===== src/rtl/isqrt_seq_unit.sv =====
// ---------------------------------------------------------------------------
// isqrt_seq_unit
//   Sequential integer square root: root_o = floor(sqrt(valor_i)).
//   Digit-by-digit restoring algorithm. Each clock consumes two operand bits
//   and produces one root bit. Every operand takes the same ROOT_W+1 cycles
//   from the accepting edge to the done_o cycle.
//
//   Optional feature macro: ISQRT_REM_EN
//     defined   : rem_o port present, rem_o = valor_i - root_o^2
//     undefined : rem_o port absent, final remainder is never stored
//
// Parameters
//   IN_W     operand width (even, >= 4)
//   ROOT_W   IN_W/2, root width (derived)
//   REM_W    ROOT_W+2, width of the shifted partial remainder (derived)
//
// Ports
//   clk      rising-edge clock
//   rst_n    asynchronous active-low reset
//   start_i  request, sampled only while ready_o=1
//   valor_i  operand, captured on the accepting edge
//   ready_o  1 while idle (start_i accepted)
//   busy_o   1 while calculating or presenting the result
//   done_o   one-cycle pulse, root_o (and rem_o) updated this cycle
//   root_o   last root, held until the next done_o
//   rem_o    last remainder (ISQRT_REM_EN only)
// ---------------------------------------------------------------------------
module isqrt_seq_unit #(
    parameter int IN_W = 16
) (
    input  logic                clk,
    input  logic                rst_n,
    input  logic                start_i,
    input  logic [IN_W-1:0]     valor_i,
    output logic                ready_o,
    output logic                busy_o,
    output logic                done_o,
    output logic [IN_W/2-1:0]   root_o
`ifdef ISQRT_REM_EN
    ,
    output logic [IN_W/2:0]     rem_o
`endif
);

    localparam int ROOT_W = IN_W / 2;
    localparam int REM_W  = ROOT_W + 2;
    localparam int CNT_W  = (ROOT_W > 2) ? $clog2(ROOT_W) : 1;

    // Width of the per-step remainder result that is actually consumed.
    // Intermediate remainders never exceed ROOT_W bits; only the final one
    // needs ROOT_W+1 bits, and only when it is exported on rem_o.
`ifdef ISQRT_REM_EN
    localparam int RN_W = ROOT_W + 1;
`else
    localparam int RN_W = ROOT_W;
`endif

    generate
        if ((IN_W < 4) || ((IN_W % 2) != 0)) begin : g_bad_width
            $error("isqrt_seq_unit: IN_W must be even and >= 4");
        end
    endgenerate

    typedef enum logic [1:0] {
        ST_IDLE = 2'd0,
        ST_CALC = 2'd1,
        ST_DONE = 2'd2
    } state_t;

    state_t             state_reg;
    state_t             state_next;

    logic [IN_W-1:0]    op_reg;
    logic [ROOT_W-1:0]  rem_reg;
    logic [ROOT_W-1:0]  root_acc_reg;
    logic [CNT_W-1:0]   cnt_reg;
    logic [ROOT_W-1:0]  root_o_reg;
`ifdef ISQRT_REM_EN
    logic [ROOT_W:0]    rem_o_reg;
`endif

    logic               accept;
    logic               last_step;
    logic [REM_W-1:0]   r_shift;
    logic [REM_W-1:0]   trial;
    logic               step_ge;
    logic [RN_W-1:0]    step_diff;
    logic [RN_W-1:0]    rem_next;
    logic [ROOT_W-1:0]  root_next;

    assign accept    = (state_reg == ST_IDLE) && start_i;
    assign last_step = (state_reg == ST_CALC) && (cnt_reg == '0);

    // ---------------- one restoring step ----------------
    // Bring down the next two operand bits and try to subtract 4*root+1.
    assign r_shift = {rem_reg, op_reg[IN_W-1:IN_W-2]};
    assign trial   = {root_acc_reg, 2'b01};
    // Unsigned compare: equivalent to the borrow of r_shift - trial.
    assign step_ge = (r_shift >= trial);
    // When the subtraction succeeds the true difference fits in RN_W bits,
    // so the narrow subtract is exact.
    assign step_diff = r_shift[RN_W-1:0] - trial[RN_W-1:0];
    assign rem_next  = step_ge ? step_diff : r_shift[RN_W-1:0];
    assign root_next = {root_acc_reg[ROOT_W-2:0], step_ge};

    // ---------------- FSM: state register ----------------
    always_ff @(posedge clk or negedge rst_n) begin
        if (!rst_n) begin
            state_reg <= ST_IDLE;
        end else begin
            state_reg <= state_next;
        end
    end

    // ---------------- FSM: next state ----------------
    always_comb begin
        state_next = state_reg;
        case (state_reg)
            ST_IDLE: if (start_i) state_next = ST_CALC;
            ST_CALC: if (cnt_reg == '0) state_next = ST_DONE;
            ST_DONE: state_next = ST_IDLE;
            default: state_next = ST_IDLE;
        endcase
    end

    // ---------------- FSM: outputs ----------------
    always_comb begin
        ready_o = (state_reg == ST_IDLE);
        busy_o  = (state_reg != ST_IDLE);
        done_o  = (state_reg == ST_DONE);
    end

    // ---------------- datapath ----------------
    always_ff @(posedge clk or negedge rst_n) begin
        if (!rst_n) begin
            op_reg       <= '0;
            rem_reg      <= '0;
            root_acc_reg <= '0;
            cnt_reg      <= '0;
        end else if (accept) begin
            op_reg       <= valor_i;
            rem_reg      <= '0;
            root_acc_reg <= '0;
            cnt_reg      <= CNT_W'(ROOT_W - 1);
        end else if (state_reg == ST_CALC) begin
            op_reg       <= {op_reg[IN_W-3:0], 2'b00};
            // The final step's (wider) remainder is not fed back, so the
            // truncation on that last write is harmless.
            rem_reg      <= rem_next[ROOT_W-1:0];
            root_acc_reg <= root_next;
            cnt_reg      <= cnt_reg - CNT_W'(1);
        end
    end

    // Results are taken straight from the last step so they are valid in the
    // same cycle that done_o is raised.
    always_ff @(posedge clk or negedge rst_n) begin
        if (!rst_n) begin
            root_o_reg <= '0;
`ifdef ISQRT_REM_EN
            rem_o_reg  <= '0;
`endif
        end else if (last_step) begin
            root_o_reg <= root_next;
`ifdef ISQRT_REM_EN
            rem_o_reg  <= rem_next;
`endif
        end
    end

    assign root_o = root_o_reg;
`ifdef ISQRT_REM_EN
    assign rem_o  = rem_o_reg;
`endif

endmodule


===== config.mk =====
export PLATFORM = sky130hd
export DESIGN_NAME = isqrt_seq_unit
export DESIGN_NICKNAME = d
export VERILOG_FILES = /design/src/rtl/isqrt_seq_unit.sv
export SDC_FILE = /design/constraint.sdc
export NUM_CORES = 1
export LEC_CHECK = 0
export CORE_UTILIZATION = 34
export CTS_BUF_LIST = sky130_fd_sc_hd__clkbuf_2
export DETAILED_ROUTE_END_ITERATION = 10
export GPL_TIMING_DRIVEN = 0
export HOLD_SLACK_MARGIN = 0.12
export MAX_ROUTING_LAYER = met4
export SLEW_MARGIN = 20
export SYNTH_ARGS = -nofsm -noshare
export SYNTH_HDL_FRONTEND = slang
export SYNTH_SLANG_ARGS = --single-unit

===== constraint.sdc =====
create_clock -name clk -period 2.3 [get_ports clk]
set_clock_uncertainty 0.1 [all_clocks]
set_input_delay 0.345 -clock clk [delete_from_list [all_inputs] [get_ports clk]]
set_output_delay 0.345 -clock clk [all_outputs]
set_load 0.1 [all_outputs]

==> results of run 1 <==
cell usage in the layout, fill, tap and decap left out, drive strengths merged, types with 2 or more instances in the layout:
cell	synthesis	layout
clkbuf	6	12
mux2i	3	3
inv	15	15
a22oi	14	14
o211ai	3	3
nand2	53	53
o311ai	2	2
nand2b	2	2
mux2	7	7
dlygate4sd2	0	8
clkdlybuf4s15	0	2
nand3	6	6
clkdlybuf4s50	0	17
nor2	10	10
dfrtp	45	45
a21oi	6	6
nor2b	3	3
xnor2	2	2
o21ai	18	18
and2	2	2
nand4	2	2
a32oi	2	2
buf	5	16
xor2	4	4
ha	12	12
clkinv	0	3
cell type report:
type / count / area share
inverter: 15 / 0.0193
timing repair buffer: 40 / 0.127
clock buffer: 5 / 0.00857
multi-input combinational: 163 / 0.397
clock inverter: 3 / 0.00600
sequential: 45 / 0.386
tap: 77 / 0.0330
buffer: 11 / 0.0236
what timing repair did:
| item | CTS | global route |
|---|---|---|
| endpoints found under the setup margin | 15 | 11 |
| hold buffers | 1 | 0 |
| hold endpoints to repair | 45 | 0 |
| gates resized for setup | 17 | 17 |
| pin swaps | 1 | 9 |
| gates cloned | 0 | 0 |
| setup buffers | 2 | 7 |
layer usage:
metal  vias up  track usage
li1        895            -
met1       853        0.196
met2        30        0.251
met3         4       0.0265
met4         0       0.0324
met5         -            -
critical path, cell delays in order (launching register included):
cell and delay (ps):
dfrtp_1 480, ha_4 310, and4_4 230, nor3b_4 210, a2111oi_4 50, buf_4 150
or4b_1 490, o21ai_1 140
stage by stage:
step	setup slack, ps	setup TNS (ps)	hold slack, ps
after CTS	3.24	0	259
after global routing	-7.85	-7.85	233
after global placement	-590	-26460	358
final	84.4	0	268
after detailed placement	-26.0	-47.5	204
after floorplan	93.2	0	-50.6
Yosys cell counts (3+ instances only):
library cell	instances	share of area
buf_6	3	0.015
mux2i_1	3	0.013
o21ai_0	15	0.033
a22oi_1	14	0.046
ha_1	12	0.065
nor2b_1	3	0.0081
inv_1	15	0.024
xor2_1	4	0.015
nand2_1	53	0.086
dfrtp_1	45	0.49
nand3_1	6	0.013
nor2_1	10	0.016
clkbuf_1	6	0.0098
a21oi_1	6	0.013
o211ai_1	3	0.0098
mux2_2	7	0.034
worst max-delay path by stage:
stage	startpoint	endpoint	slack, ps	depth (start not counted)
floorplan	state_reg[1]	done_o	90	1
global placement	rst_n	cnt_reg[0]	-590	1
detailed placement	rem_reg[3]	rem_reg[0]	-30	7
CTS	rem_reg[3]	rem_reg[3]	3	8
global route	rem_reg[4]	rem_reg[7]	-8	7
finish	rem_reg[4]	rem_reg[7]	80	7
logic make-up after synthesis:
kind of cell	share of synthesized area
simple gates	0.169
fa+ha+maj	0.0651
mux	0.0472
buf+inv	0.0543
xor+xnor	0.0228
compound gates	0.153
flops	0.489
==> flow_summary.ini, run 1 <==
[run_status]
status = finished with violations
violations = DRC

[global_routing]
grt_pass1_vias = 1730
grt_usage = 0.151
antenna_found_initial = 0
grt_max_degree = 30
globalRoute.totalOverflow = 0
grt_first_pass_wirelength_um = 8340

[layout]
antenna-diode-count = 0
design_area_mm2 = 0.00292
multi_input_area_mm2 = 0.00116
regArea_mm2 = 0.00113
postLayoutCoreUtil = 0.452
num-fill-cells = 661
fin_cells = 359
largest_reg_flops = 16
drive_above_1_share = 0.195
syn_to_final_growth_pct = 26.7
final_nets = 312

[yosys]
synth-edff-count = 0
synth_warnings = 0
syn_area_mm2 = 0.00230
yosysSeqAreaShare = 0.489
ys.flop_type = dfrtp_1
synthArstFlopShare = 1.00
synthCells = 234
synth_fp_nets = 265
synth-seq-cells = 45
yosysUniqueCellTypes = 38
syn-mean-instance-area_um2 = 9.85

[drt]
drtIter0Drc = 52
wl_per_cell_um = 13.7
routed_via_density = 4.96
drc = 2
ant_nets = 0
highest_layer = met4
dr_wl_met3_um = 148
drt_wl_total_um = 4920
routed-wl-met2_um = 2440
vias = 1782
drt-met1-wl_um = 2300
drt_first_pass_iters = 7

[setup_path]
reg2reg_to = rem_reg[7]
crit_fanout = 4
r2r_start = rem_reg[4]
crit_path_end_kind = flip-flop
crit_type = reg2reg
critPathLaunchType = flip-flop
worst_ep_required_time_ps = 2540
worstRegToRegCells = 7
r2r_setup_slack_ps = 80
crit_arrival_ps = 2450

[clock_tree]
cts_root_buf = clkbuf_2
clkLatencyLatePin_ps = 390
cts_tree = done
clkSlewWorstSetupHoldPaths_ps = 230
cts_htree_levels = 2
cts_buffers = 5
clock_sinks = 45
cts_buffer_depth = 2

[die]
rows = 29
die_area_mm2 = 0.00711
io_pins = 30
core_area_mm2 = 0.00646
die_height_um = 84.3
start_util = 0.357
die_w_um = 84.3

[sta]
tightest_slew_ps = 950
hold_violations = 0
fmax_mhz = 451
post-route-period-util = 0.963
finalSetupViolations = 0
post-route-min-period_ps = 2220
drv_slew = 0
relSlewSlack = 0.369

[place]
portBuffers = 29
post-place-cells = 341
post_dp_cell_area_mm2 = 0.00271
gp_congestion = 0.837
dp_hpwl_um = 3450

[min_path]
hold_class = in2async

[run]
cap_violations = 0
Power of run 1 is not shown: default switching activity piles up to over one toggle a cycle in this logic, so the estimate is an artifact.
==> run 2: changes to the inputs <==
CORE_UTILIZATION = 30   (was 34)
clock period = 2.1 ns   (was 2.3 ns; I/O delays follow)
==> flow_summary.ini, run 2 (synthesis gave the netlist of run 1 again) <==
[layout]
layout_commonest_cell = nand2_1
final_nets = 327
syn_to_final_growth_pct = 37.8
mostFrequentLayoutCells = nand2_1 (53), dfrtp_1 (44), buf_4 (20), clkdlybuf4s50_1 (17), clkbuf_2 (16)
num-fill-cells = 693
drive_above_1_share = 0.306
largest_reg_flops = 16
antenna-diode-count = 0

[die]
core_area_mm2 = 0.00733
start_util = 0.314
die_w_um = 89.7
rows = 31
die_height_um = 89.7
die_area_mm2 = 0.00804
io_pins = 30

[clock_tree]
cts_buffer_depth = 2
cts_root_buf = clkbuf_2
clkLatencyLatePin_ps = 430
clock_sinks = 45
cts_tree = done
cts_htree_levels = 2
cts_buffers = 5
clkSlewWorstSetupHoldPaths_ps = 240

[global_routing]
globalRoute.totalOverflow = 0
grt_pass1_vias = 1837
grt_usage = 0.151
grt_max_degree = 24
antenna_found_initial = 0
grt_first_pass_wirelength_um = 8780

[setup_path]
critPathLaunchType = flip-flop
crit_arrival_ps = 2530
crit_fanout = 5
crit_type = reg2reg
worst_ep_required_time_ps = 2370
crit_path_end_kind = flip-flop

[sta]
fmax_mhz = 443
tightest_slew_ps = 550
hold_violations = 0
whs_ps = 257
rsz0062_at_grt = true
drv_slew = 0
relSlewSlack = 0.634
post-route-period-util = 1.08
tns_ps = -733
setup_ws_ps = -159
post-route-min-period_ps = 2260
finalSetupViolations = 9

[place]
dp_hpwl_um = 3490
portBuffers = 29
gp_congestion = 0.834

[drt]
wl_per_cell_um = 13.8
drt_first_pass_iters = 4
ant_nets = 0
drtIter0Drc = 59
vias = 1872
drt_wl_total_um = 5450
routed_via_density = 4.73
drc = 0

[run_status]
violations = setup timing
status = finished with violations

[min_path]
hold_class = in2async

[run]
cap_violations = 0
-- run 2: critical path: stages, from the launching register on --
cell and delay [ps]:
dfrtp_1 500, ha_4 320, nand4_1 180, nor3b_4 270
a2111oi_4 60, buf_4 150, or4b_4 510, o21ai_2 110
-- run 2: final cells by class --
class	instances	area (um2)	area share
Clock buffer	7	35.0	0.0110
Inverter	15	56.3	0.0177
Tap cell	99	124	0.0390
Sequential cell	45	1130	0.355
Multi-Input combinational cell	163	1260	0.397
Clock inverter	1	7.51	0.00236
Timing Repair Buffer	55	490	0.154
Buffer	11	73.8	0.0232
-- run 2: path summary, 6_finish.rpt --
check	cells after the start	to	slack (ps)	start
worst min register to register	2	op_reg[11]	410	op_reg[11]
worst max register to register	7	rem_reg[7]	-160	rem_reg[2]
worst max-delay path	7	rem_reg[7]	-160	rem_reg[2]
worst min-delay path	2	cnt_reg[0]	260	rst_n
max in group asynchronous	3	rem_reg[0]	1110	rst_n
min in group clk	3	op_reg[0]	280	valor_i[0]
-- run 2: what timing repair did --
| item | in CTS | in global routing |
|---|---|---|
| pin swaps | 12 | 12 |
| hold buffers | 1 | 0 |
| endpoints found under the setup margin | 21 | 22 |
| hold endpoints to repair | 22 | 0 |
| gates resized for setup | 53 | 28 |
| cloned | 1 | 0 |
| setup buffers | 19 | 5 |
-- run 2: layer usage --
metal	track usage	wire length (um)	vias up	share of wire
met3	0.0247	178	7	0.033
met1	0.196	2600	898	0.48
li1	-	-	930	-
met4	0.0433	54	0	0.0099
met5	-	0	-	0
met2	0.244	2620	37	0.48
-- run 2: through the flow --
step,setup WS (ps),std cells,instance area (um2),util
floorplan,1.77,234,2310,-
global placement,-670,362,2730,0.372
detailed placement,-231,363,2740,0.374
CTS,-138,392,3160,0.431
global route,-211,396,3180,0.433
finish,-159,396,3180,0.433
Power of run 2 is left out for the same reason.
==> run 3: changes to the inputs <==
ABC_CLOCK_PERIOD_IN_PS = 2100   (was unset)
==> results of run 3 <==
The final DEF is identical to that of run 2; final timing and power are the same.
Power of run 3 is left out for the same reason.
